===== config.mk =====
export PLATFORM = sky130hd
export DESIGN_NAME = mem_arbiter_flat
export DESIGN_NICKNAME = d
export VERILOG_FILES = /design/src/rtl/mem_arbiter_if.sv /design/src/rtl/mem_arbiter.sv /design/src/flat_wrapper.sv
export SDC_FILE = /design/constraint.sdc
export NUM_CORES = 1
export LEC_CHECK = 0
export CELL_PAD_IN_SITES_DETAIL_PLACEMENT = 2
export CELL_PAD_IN_SITES_GLOBAL_PLACEMENT = 2
export CORE_MARGIN = 1.5
export CORE_UTILIZATION = 10
export CTS_CLUSTER_SIZE = 28
export DETAILED_ROUTE_END_ITERATION = 16
export PLACE_DENSITY = 0.95
export RECOVER_POWER = 100
export SLEW_MARGIN = 20
export SYNTH_ARGS = -nofsm -noshare
export SYNTH_HDL_FRONTEND = slang
export SYNTH_SLANG_ARGS = --single-unit
export TNS_END_PERCENT = 5

===== constraint.sdc =====
create_clock -name CLK -period 1.3 [get_ports CLK]
set_input_delay 0.26 -clock CLK [delete_from_list [all_inputs] [get_ports CLK]]
set_output_delay 0.26 -clock CLK [all_outputs]
set_load 0.1 [all_outputs]

===== src/rtl/mem_arbiter_if.sv =====
// Bus bundle between the fetch/data requesters, the SRAM and mem_arbiter.
// slave = arbiter view, master = requester/SRAM environment view.
interface mem_arbiter_if #(
  parameter int AWIDTH = 10
);
  logic              I_REQ;
  logic [11:0]       I_ADDR;
  logic              I_ACK;
  logic [31:0]       I_RDATA;

  logic              D_REQ;
  logic              D_WE;
  logic [3:0]        D_BE;
  logic [11:0]       D_ADDR;
  logic [31:0]       D_WDATA;
  logic              D_ACK;
  logic [31:0]       D_RDATA;

  logic              M_CSN;
  logic              M_WEN;
  logic [3:0]        M_BE;
  logic [AWIDTH-1:0] M_ADDR;
  logic [31:0]       M_DI;
  logic [31:0]       M_DOUT;

  logic [31:0]       CONFLICT_CNT;

  modport slave (
    input  I_REQ, I_ADDR, D_REQ, D_WE, D_BE, D_ADDR, D_WDATA, M_DOUT,
    output I_ACK, I_RDATA, D_ACK, D_RDATA,
           M_CSN, M_WEN, M_BE, M_ADDR, M_DI, CONFLICT_CNT
  );

  modport master (
    output I_REQ, I_ADDR, D_REQ, D_WE, D_BE, D_ADDR, D_WDATA, M_DOUT,
    input  I_ACK, I_RDATA, D_ACK, D_RDATA,
           M_CSN, M_WEN, M_BE, M_ADDR, M_DI, CONFLICT_CNT
  );
endinterface


===== src/rtl/mem_arbiter.sv =====
// Two-port (instruction fetch / data) arbiter onto a single-port synchronous SRAM.
// Define ARB_PERF_CNT_EN to build the conflict-cycle counter; otherwise CONFLICT_CNT is 0.
module mem_arbiter #(
  parameter int AWIDTH = 10,
  parameter bit D_PRIO = 1'b1
) (
  input logic         CLK,
  input logic         RSTn,
  mem_arbiter_if.slave bus
);

  logic              i_ack_q;
  logic              d_ack_q;
  logic              last_d_q;
  logic              i_elig;
  logic              d_elig;
  logic              conflict;
  logic              grant_i;
  logic              grant_d;
  logic              m_csn;
  logic              m_wen;
  logic [3:0]        m_be;
  logic [AWIDTH-1:0] m_addr;
  logic [31:0]       m_di;
  logic              unused_addr_bits;

  // A port whose ACK is showing this cycle is still busy, so it cannot reissue yet.
  assign i_elig   = RSTn & bus.I_REQ & ~i_ack_q;
  assign d_elig   = RSTn & bus.D_REQ & ~d_ack_q;
  assign conflict = i_elig & d_elig;

  always_comb begin
    grant_d = 1'b0;
    grant_i = 1'b0;
    if (D_PRIO) begin
      grant_d = d_elig;
      grant_i = i_elig & ~d_elig;
    end else begin
      grant_d = d_elig & (~i_elig | ~last_d_q);
      grant_i = i_elig & (~d_elig | last_d_q);
    end
  end

  always_comb begin
    m_csn  = 1'b1;
    m_wen  = 1'b1;
    m_be   = 4'b0000;
    m_addr = '0;
    m_di   = '0;
    if (grant_d) begin
      m_csn  = 1'b0;
      m_wen  = ~bus.D_WE;
      m_be   = bus.D_WE ? bus.D_BE : 4'b0000;
      m_addr = bus.D_ADDR[AWIDTH+1:2];
      m_di   = bus.D_WDATA;
    end else if (grant_i) begin
      m_csn  = 1'b0;
      m_addr = bus.I_ADDR[AWIDTH+1:2];
    end
  end

  // last_d_q = 0 means I won the last conflict, so the first conflict after reset goes to D.
  always_ff @(posedge CLK or negedge RSTn) begin
    if (!RSTn) begin
      i_ack_q  <= 1'b0;
      d_ack_q  <= 1'b0;
      last_d_q <= 1'b0;
    end else begin
      i_ack_q <= grant_i;
      d_ack_q <= grant_d;
      if (conflict) begin
        last_d_q <= grant_d;
      end
    end
  end

`ifdef ARB_PERF_CNT_EN
  logic [31:0] conflict_cnt_q;

  always_ff @(posedge CLK or negedge RSTn) begin
    if (!RSTn) begin
      conflict_cnt_q <= '0;
    end else if (conflict) begin
      conflict_cnt_q <= conflict_cnt_q + 32'd1;
    end
  end

  assign bus.CONFLICT_CNT = conflict_cnt_q;
`else
  assign bus.CONFLICT_CNT = '0;
`endif

  assign bus.M_CSN   = m_csn;
  assign bus.M_WEN   = m_wen;
  assign bus.M_BE    = m_be;
  assign bus.M_ADDR  = m_addr;
  assign bus.M_DI    = m_di;

  assign bus.I_ACK   = i_ack_q & RSTn;
  assign bus.D_ACK   = d_ack_q & RSTn;
  assign bus.I_RDATA = bus.M_DOUT;
  assign bus.D_RDATA = bus.M_DOUT;

  // Byte-offset bits never reach the word-addressed SRAM.
  assign unused_addr_bits = ^{bus.I_ADDR[1:0], bus.D_ADDR[1:0]};

endmodule


===== src/flat_wrapper.sv =====
// flat-port wrapper written by rule: the top's interface ports become plain ports
module mem_arbiter_flat 
#(
  parameter int AWIDTH = 10,
  parameter bit D_PRIO = 1'b1
)
  (CLK, RSTn, bus_I_REQ, bus_I_ADDR, bus_D_REQ, bus_D_WE, bus_D_BE, bus_D_ADDR, bus_D_WDATA, bus_M_DOUT, bus_I_ACK, bus_I_RDATA, bus_D_ACK, bus_D_RDATA, bus_M_CSN, bus_M_WEN, bus_M_BE, bus_M_ADDR, bus_M_DI, bus_CONFLICT_CNT);
  mem_arbiter_if #(.AWIDTH(AWIDTH)) bus_i ();
  input logic CLK;
  input logic RSTn;
  input wire logic [$bits(bus_i.I_REQ)-1:0] bus_I_REQ;
  input wire logic [$bits(bus_i.I_ADDR)-1:0] bus_I_ADDR;
  input wire logic [$bits(bus_i.D_REQ)-1:0] bus_D_REQ;
  input wire logic [$bits(bus_i.D_WE)-1:0] bus_D_WE;
  input wire logic [$bits(bus_i.D_BE)-1:0] bus_D_BE;
  input wire logic [$bits(bus_i.D_ADDR)-1:0] bus_D_ADDR;
  input wire logic [$bits(bus_i.D_WDATA)-1:0] bus_D_WDATA;
  input wire logic [$bits(bus_i.M_DOUT)-1:0] bus_M_DOUT;
  output wire logic [$bits(bus_i.I_ACK)-1:0] bus_I_ACK;
  output wire logic [$bits(bus_i.I_RDATA)-1:0] bus_I_RDATA;
  output wire logic [$bits(bus_i.D_ACK)-1:0] bus_D_ACK;
  output wire logic [$bits(bus_i.D_RDATA)-1:0] bus_D_RDATA;
  output wire logic [$bits(bus_i.M_CSN)-1:0] bus_M_CSN;
  output wire logic [$bits(bus_i.M_WEN)-1:0] bus_M_WEN;
  output wire logic [$bits(bus_i.M_BE)-1:0] bus_M_BE;
  output wire logic [$bits(bus_i.M_ADDR)-1:0] bus_M_ADDR;
  output wire logic [$bits(bus_i.M_DI)-1:0] bus_M_DI;
  output wire logic [$bits(bus_i.CONFLICT_CNT)-1:0] bus_CONFLICT_CNT;
  assign bus_i.I_REQ = bus_I_REQ;
  assign bus_i.I_ADDR = bus_I_ADDR;
  assign bus_i.D_REQ = bus_D_REQ;
  assign bus_i.D_WE = bus_D_WE;
  assign bus_i.D_BE = bus_D_BE;
  assign bus_i.D_ADDR = bus_D_ADDR;
  assign bus_i.D_WDATA = bus_D_WDATA;
  assign bus_i.M_DOUT = bus_M_DOUT;
  assign bus_I_ACK = bus_i.I_ACK;
  assign bus_I_RDATA = bus_i.I_RDATA;
  assign bus_D_ACK = bus_i.D_ACK;
  assign bus_D_RDATA = bus_i.D_RDATA;
  assign bus_M_CSN = bus_i.M_CSN;
  assign bus_M_WEN = bus_i.M_WEN;
  assign bus_M_BE = bus_i.M_BE;
  assign bus_M_ADDR = bus_i.M_ADDR;
  assign bus_M_DI = bus_i.M_DI;
  assign bus_CONFLICT_CNT = bus_i.CONFLICT_CNT;
  mem_arbiter #(.AWIDTH(AWIDTH), .D_PRIO(D_PRIO)) u_core (.CLK(CLK), .RSTn(RSTn), .bus(bus_i));
endmodule

Word-level counts from Yosys, hierarchy flattened:

Cells that the tools add are included.

* mux-type cells: 8
* bitwise operators: 11

Operator list (count)
* 32-bit 2-to-1 mux: 1
* 10-bit 2-to-1 mux: 2
* 4-bit 2-to-1 mux: 2
* 1-bit AND: 7
* 1-bit inverter: 4
* 1-bit 2-to-1 mux: 3

* bits in registers: 2
* input port bits: 97
* output and inout bits: 146
* logic and storage cells: 21

Logic depth before layout (Yosys ltp):

Gate-level depths: netlist of run 1.

* depth in word-level cells: 6
* gate-level depth with buffers: 4
* mapped depth without buffers: 2

Worst setup path after synthesis of run 1:

No wires, ideal clock.

* path type: flip-flop to output port
* from: reg u_core.d_ack_q
* to: out bus_M_CSN
* arrival time: 2.061 ns
* required time: 1.040 ns
* path slack: -1.021 ns
* stages on the path, launching flop included: 5
* path buffers: 2
* path through: dfrtp_1 -> and3b_2 -> buf_6 -> buf_8 -> nor2_1

* longest elaborated chain between the ends: 6

Ends and longest elaborated chain
* start, declared: line mem_arbiter.sv:13 `logic d_ack_q;`
* start signal, assigned: line mem_arbiter.sv:70 `d_ack_q <= grant_d;`
* 1-bit inverter (*): line mem_arbiter.sv:29 `assign d_elig = RSTn & bus.D_REQ & ~d_ack_q;`
* 1-bit AND (*): line mem_arbiter.sv:29
* net u_core.d_elig: line mem_arbiter.sv:16 `logic d_elig;`
* 1-bit inverter: line mem_arbiter.sv:37 `grant_i = i_elig & ~d_elig;`
* 1-bit AND: line mem_arbiter.sv:37
* 1-bit 2-to-1 mux: line mem_arbiter.sv:56 `end else if (grant_i) begin`
* 1-bit 2-to-1 mux (*): line mem_arbiter.sv:50 `if (grant_d) begin`
* end, declared: line flat_wrapper.sv:23 `output wire logic [$bits(bus_i.M_CSN)-1:0] bus_M_CSN;`

The timed path passes the listed nets; every way through them passes the cells marked *.

Worst setup path in the final report of run 1:

* from: reg u_core.d_ack_q
* to: out bus_M_ADDR[8]

* longest elaborated chain between the ends: 6

Ends and longest elaborated chain
* 1-bit inverter (*): line mem_arbiter.sv:29
* 1-bit AND (*): line mem_arbiter.sv:29
* 1-bit inverter: line mem_arbiter.sv:37
* 1-bit AND: line mem_arbiter.sv:37
* 10-bit 2-to-1 mux: line mem_arbiter.sv:56
* 10-bit 2-to-1 mux (*): line mem_arbiter.sv:50
* end, declared: line flat_wrapper.sv:26 `output wire logic [$bits(bus_i.M_ADDR)-1:0] bus_M_ADDR;`

Every way passes the cells marked *; elsewhere a longest branch is shown, timed or not.

==> results.md, run 1 <==
- ANT nets after route: 0
- Vias in the first global route: approximately 1.2k
- CP Capture Type: output port
- Finished Core Util: between 20% and 30%
- Top cell by count, worst path: buf_12
- Routed WL: approximately 5100 µm
- Commonest non-fill, non-tap cell in the layout: clkdlybuf4s50_1
- Starting Density: ~10%
- Hold Vio Cnt, Final: 0
- CTS Buf Count: 3
- Failing checks: setup timing
- CP delay by family, top: buffers and inverters
- Die Area: approximately 13000 µm²
- Number of I/O pins: 243
- Critical path startpoint category: flip-flop
- Combinational share of power: approximately 76%
- CP max FO: 11
- CP cell instances: and3b_2, buf_12, buf_16, a32o_4, buf_12
- Root buffer cell: clkbuf_16
- Run status: finished, violations left
- Clock share of power: 21.0%
- Critical path arrival: around 1.6 ns
- Crit path launch: u_core.d_ack_q
- Setup CP Type: reg -> out
- Post-synthesis sequential area ratio: under 10%
- Max Cap Violations: 0
- Synthesis Warnings: 0
- Cells after Synth: 160
- Worst Slack Setup Final: -0.5480 ns
- Area after DPL: between 2000 and 3000 µm²
- Port bufs: 110
- Internal reg-to-reg setup slack: ~0.23 ns
- Nets: ~310
- Hold/Removal Path Class: in -> async
- F_max: around 540 MHz
- Post-route cell area: 2855 µm²
- CTS H-tree lvls: 1
- Unique masters post-synth: 16
- Pin count of the biggest net entering global routing: 14
- Psw: approximately 1200 µW
- Internal Power: ~1000 µW
- Per-cell routed wire length: 14.20 µm
- Detailed placer's ending HPWL: ~4200 µm
- Clock skew: 0.0006282 ns
- First-pass GRT wire length: approximately 7600 µm
- Synthesized area per cell: 7.609 µm²
- # diodes: 0
- Gpl congestion: 0.6885
- Sw Share: between 50% and 60%
- Clock transition at path regs: 0.03 ns
- Seq pwr share: under 10%
- Final slew viol count: 0
- Worst reg2reg path startpoint: u_core.i_ack_q
- LEAKAGE: about 0.0012 µW
- Clk sink count: 2
- P per Cell Area: around 780 nW/µm²
- Hold buffer count at CTS: 0
- Fillers: 1316
- Synthesized flop and latch total: 2
- Std-Cell Rows: 40
- TritonRoute pass-1 iters: 3
- Congestion Overflow GR: 0
- Buffers plus inverters on the worst setup path: 3
- Core Area: between 10000 and 15000 µm²
- Initial DRC Count: 27
- Die width: approximately 110 µm
- GRT Total Usage: ~7.9%
- Slowest library cell on the worst path: dfrtp_1
- Vias per inst: 3.135
- Initial antenna violation count: 0
- Tmin final: between 1.5 and 2 ns
- RSZ-0062 raised after global routing: true
- Setup violators final: 50
- Layout area overhead: 134.5%
- Slowest stage delay, CP: 0.35 ns
- Area occupied by registers: about 50 µm²
- TritonCTS clock tree: built
- Drt drc: 0
- Max Root-Sink Buffers: 2
- Period Utilization, post-route: 142.2%
- Routed vias: ~1.1k
- Mapped cell area: between 1000 and 1500 µm²
- Most frequent cells in the layout: clkdlybuf4s50_1, buf_12, and2_4, conb_1, a32o_4
- Clk_lat worst skew: 0.22 ns
- Multi-input gate area: 715.7 µm²
- Layout cells sized above 1: a little under three fifths
- CP required: 1.04 ns
- Max VDD drop: around 0.26 mV
- Die height: 113.3 µm
state kept, by name, summed over array words and instances (netlist names):
register and cells:
u_core.d_ack_q 1, u_core.i_ack_q 1
power groups by stage:
stage | registers, µW | logic, µW | clock network, µW
5_1_grt | 68.5 | 1720 | 482
6_report | 68.1 | 1680 | 466
4_1_cts | 67.5 | 1680 | 469
3_5_place_dp | 68.4 | 1610 | 0
3_3_place_gp | 67.9 | 1590 | 0
2_1_floorplan | 67.5 | 2070 | 0
metrics by stage:
stage               std cells  power, µW  TNS (ns)  setup WS, ns  hold slack (ns)
finish                    362       2214    -24.28       -0.5480           0.1579
global route              362       2275    -26.89       -0.6021           0.1809
CTS                       362       2219    -22.98       -0.5216           0.1075
detailed placement        352       1681    -26.95       -0.6351           0.5211
global placement          352       1662    -25.61       -0.6051           0.5211
floorplan                 191       2138    -9.125       -0.2341         -0.03559
worst paths after layout:
path | end | depth (start not counted)
min in group CLK | bus_D_RDATA[20] | 0
max | bus_M_ADDR[8] | 5
max in group asynchronous | u_core.i_ack_q | 2
min reg2reg | u_core.i_ack_q | 2
max reg2reg | u_core.i_ack_q | 2
min | u_core.d_ack_q | 2
per-layer routing:
layer	routed length, µm	track usage, %	vias to the layer above
li1	-	-	496
met1	1596	7.350	512
met2	2814	15.19	103
met3	579	2.732	24
met4	151	4.083	0
met5	0	0	-
cells in the mapped netlist:
master / n / share of area (%)
and2_4: 7 / 5.0
and3_1: 4 / 2.1
and3b_2: 1 / 0.82
and3b_1: 1 / 0.72
nor2_1: 1 / 0.31
clkbuf_1: 2 / 0.62
nand2b_1: 1 / 0.51
and2_1: 28 / 14
nand2_1: 1 / 0.31
conb_1: 1 / 0.31
buf_4: 96 / 59
buf_6: 1 / 0.92
buf_2: 3 / 1.2
buf_8: 1 / 1.2
dfrtp_1: 2 / 4.1
a32o_1: 10 / 8.2
final cells by class:
cell class | instances | area share, %
tap | 147 | 6.442
clock buffer | 3 | 2.629
multi-input combinational | 86 | 25.07
sequential | 2 | 1.753
timing repair buffer | 124 | 64.11
cell families after synthesis:
| logic type | count (synthesis) | synth area share [%] |
|---|---|---|
| compound gates | 10 | 8.222 |
| simple gates | 44 | 24.15 |
| flops | 2 | 4.111 |
| buf+inv | 103 | 63.21 |
| other cells | 1 | 0.3080 |
timing repair:
action	4_1_cts	5_1_grt
setup buffers	4	0
cloned	3	0
gates resized for setup	11	4
pin swaps	27	10
setup endpoints to repair	50	50
hold endpoints to repair	0	0
(Power assumes the default switching activity.)
==> run 2: changes to the inputs <==
- CORE_ASPECT_RATIO: unset -> 1.25
- CORE_MARGIN: 1.5 -> 2
==> results.md, run 2 (synthesis gave the netlist of run 1 again) <==
- Clock transition at path regs: 0.03 ns (about the same)
- Total power: 2222 µW (was 2214 µW)
- F_max: 545.3 MHz (was 541.1 MHz)
- Die width: 102.7 µm (was 113.3 µm)
- Max Root-Sink Buffers: 2 (unchanged)
- Period Utilization, post-route: 141.1% (was 142.2%)
- CTS Buf Count: 3 (unchanged)
- Combinational share of power: 76.4% (was 75.9%)
- Critical path startpoint category: flip-flop (unchanged)
- Run status: finished, violations left (unchanged)
- Core Area: 11990 µm² (was 11960 µm²)
- Clock share of power: 20.5% (was 21.0%)
- CTS H-tree lvls: 1 (unchanged)
- GRT Total Usage: 10.38% (was 7.911%)
- Clk sink count: 2 (unchanged)
- Max VDD drop: 0.3081 mV (was 0.2581 mV)
- Die height: 127.4 µm (was 113.3 µm)
- Commonest non-fill, non-tap cell in the layout: clkdlybuf4s50_1 (unchanged)
- Drt drc: 0 (unchanged)
- Root buffer cell: clkbuf_16 (unchanged)
- Post-route cell area: 2882 µm² (was 2855 µm²)
- Number of I/O pins: 243 (unchanged)
- Initial antenna violation count: 1 (was 0)
- RSZ-0062 raised after global routing: true (unchanged)
- CP cell instances: and3b_4, buf_6, buf_12, and3_4, buf_12 (was and3b_2, buf_12, buf_16, a32o_4, buf_12)
- Clk_lat worst skew: 0.22 ns (about the same)
- Layout area overhead: 136.7% (was 134.5%)
- Congestion Overflow GR: 0 (unchanged)
- Sw Share: 53.27% (was 53.08%)
- Tmin final: 1.834 ns (was 1.848 ns)
- Layout cells sized above 1: 55.96% (was 55.35%)
- Area after DPL: 2635 µm² (was 2599 µm²)
- Hold/Removal Path Class: in -> async (unchanged)
- Internal Power: 1038 µW (was 1039 µW)
- Failing checks: setup timing (unchanged)
- LEAKAGE: 0.001192 µW (was 0.001184 µW)
- Starting Density: 10.15% (was 10.18%)
- Worst Slack Setup Final: -0.5337 ns (was -0.5480 ns)
- Top cell by count, worst path: buf_12 (unchanged)
- Std-Cell Rows: 45 (was 40)
- Worst reg2reg path startpoint: u_core.i_ack_q (unchanged)
- CP Capture Type: output port (unchanged)
- Routed vias: 1200 (was 1135)
- Finished Core Util: 24.03% (was 23.87%)
- Post-Place Cells: 371 (was 352)
- Final slew viol count: 0 (unchanged)
- Setup TNS: -23.49 ns (was -24.28 ns)
- Slowest library cell on the worst path: dfrtp_1 (unchanged)
- Max Cap Violations: 0 (unchanged)
- Die Area: 13080 µm² (was 12840 µm²)
- Routed WL: 7265 µm (was 5142 µm)
- First-pass GRT wire length: 9556 µm (was 7583 µm)
- P per Cell Area: 771.2 nW/µm² (was 775.5 nW/µm²)
- Biggest regs: u_core.d_ack_q: 1 flops, u_core.i_ack_q: 1 flops (unchanged)
- Crit path launch: u_core.d_ack_q (unchanged)
- Setup violators final: 50 (unchanged)
- Gpl congestion: 0.6216 (was 0.6885)
- Vias per inst: 3.133 (was 3.135)
- Critical path arrival: 1.57 ns (was 1.59 ns)
- Hold Vio Cnt, Final: 0 (unchanged)
- CP required: 1.04 ns (about the same)
- CP max FO: 6 (was 11)
- ANT nets after route: 0 (unchanged)
- Slowest stage delay, CP: 0.37 ns (was 0.35 ns)
- Pin count of the biggest net entering global routing: 15 (was 14)
- TritonCTS clock tree: built (unchanged)
- TritonRoute pass-1 iters: 3 (unchanged)
- Setup CP Type: reg -> out (unchanged)
- Port bufs: 110 (unchanged)
- Per-cell routed wire length: 18.97 µm (was 14.20 µm)
- Psw: 1184 µW (was 1175 µW)
- Nets: 317 (was 314)
- Seq pwr share: 3.1% (about the same)
- Detailed placer's ending HPWL: 6031 µm (was 4177 µm)
- Most frequent cells in the layout: clkdlybuf4s50_1, buf_12, and2_4, conb_1, a32o_4 (unchanged)
- Initial DRC Count: 11 (was 27)
- Clock skew: 0.001361 ns (was 0.0006282 ns)
- Vias in the first global route: 1337 (was 1237)
- Final Non-Filler Cells: 383 (was 362)
[run 2: cell types whose count changed in the layout (fill, tap and decap cells not counted)]
cell	before	now
buf_6	2	5
buf_16	3	1
and3b_2	1	0
and3b_4	1	2
buf_4	3	4
buf_8	0	1
clkdlybuf4s50_1	58	57
diode_2	0	1
dlygate4sd2_1	2	3
[run 2: what timing repair did]
action / in CTS / in global routing
setup buffers: 7 / 0
hold buffers: 0 / 0
setup endpoints to repair: 51 / 50
pin swaps: 13 / 17
resized for setup: 16 / 9
gates cloned: 3 / 0
hold endpoints to repair: 0 / 0
[run 2: final cells by class]
type	instances	area [µm²]
diodes	1	2.502
clock buffers	3	75.07
fillers	1334	9111
multi-input cells	86	718.2
flip-flops and latches	2	50.05
well taps	164	205.2
repair buffers	127	1831
[run 2: metrics by stage]
step | setup WS, ns | hold slack [ns]
6_report | -0.5337 | 0.1687
2_1_floorplan | -0.2341 | -0.03559
5_1_grt | -0.5807 | 0.1852
3_3_place_gp | -0.5798 | 0.5211
3_5_place_dp | -0.6510 | 0.5211
4_1_cts | -0.5760 | 0.1352
[run 2: power by group through the flow]
| stage | clock network (µW) | registers, µW | logic (µW) |
|---|---|---|---|
| finish | 456 | 67.9 | 1700 |
| global route | 474 | 68.4 | 1740 |
| CTS | 469 | 67.8 | 1710 |
| detailed placement | 0 | 68.8 | 1630 |
| global placement | 0 | 67.9 | 1620 |
| floorplan | 0 | 67.5 | 2070 |
[run 2: critical path, delay by kind of cell, from the launching register on]
kind | cells | cell delay, ns
flops | 1 | 0.37
buf+inv | 3 | 0.41
simple gates | 2 | 0.57
[run 2: final timing paths]
kind	to	slack, ns	cells after the start
worst max register to register	u_core.i_ack_q	0.15	3
min in group CLK	bus_I_RDATA[17]	0.52	0
worst min-delay path	u_core.d_ack_q	0.17	2
max in group asynchronous	u_core.i_ack_q	0.94	2
worst max-delay path	bus_M_BE[3]	-0.53	5
worst min register to register	u_core.i_ack_q	0.83	4
[run 2: layer usage]
| layer | GRT usage (%) | routed length [µm] | vias up |
|---|---|---|---|
| met5 | 0 | 0 | - |
| met4 | 3.608 | 274 | 0 |
| met3 | 5.853 | 1354 | 30 |
| met2 | 18.84 | 3455 | 152 |
| met1 | 9.532 | 2180 | 519 |
| li1 | - | - | 499 |
==> run 3: changes to the inputs <==
- SLEW_MARGIN: 20 -> 25
==> results of run 3 <==
The final DEF is identical to that of run 2; final timing and power are the same.
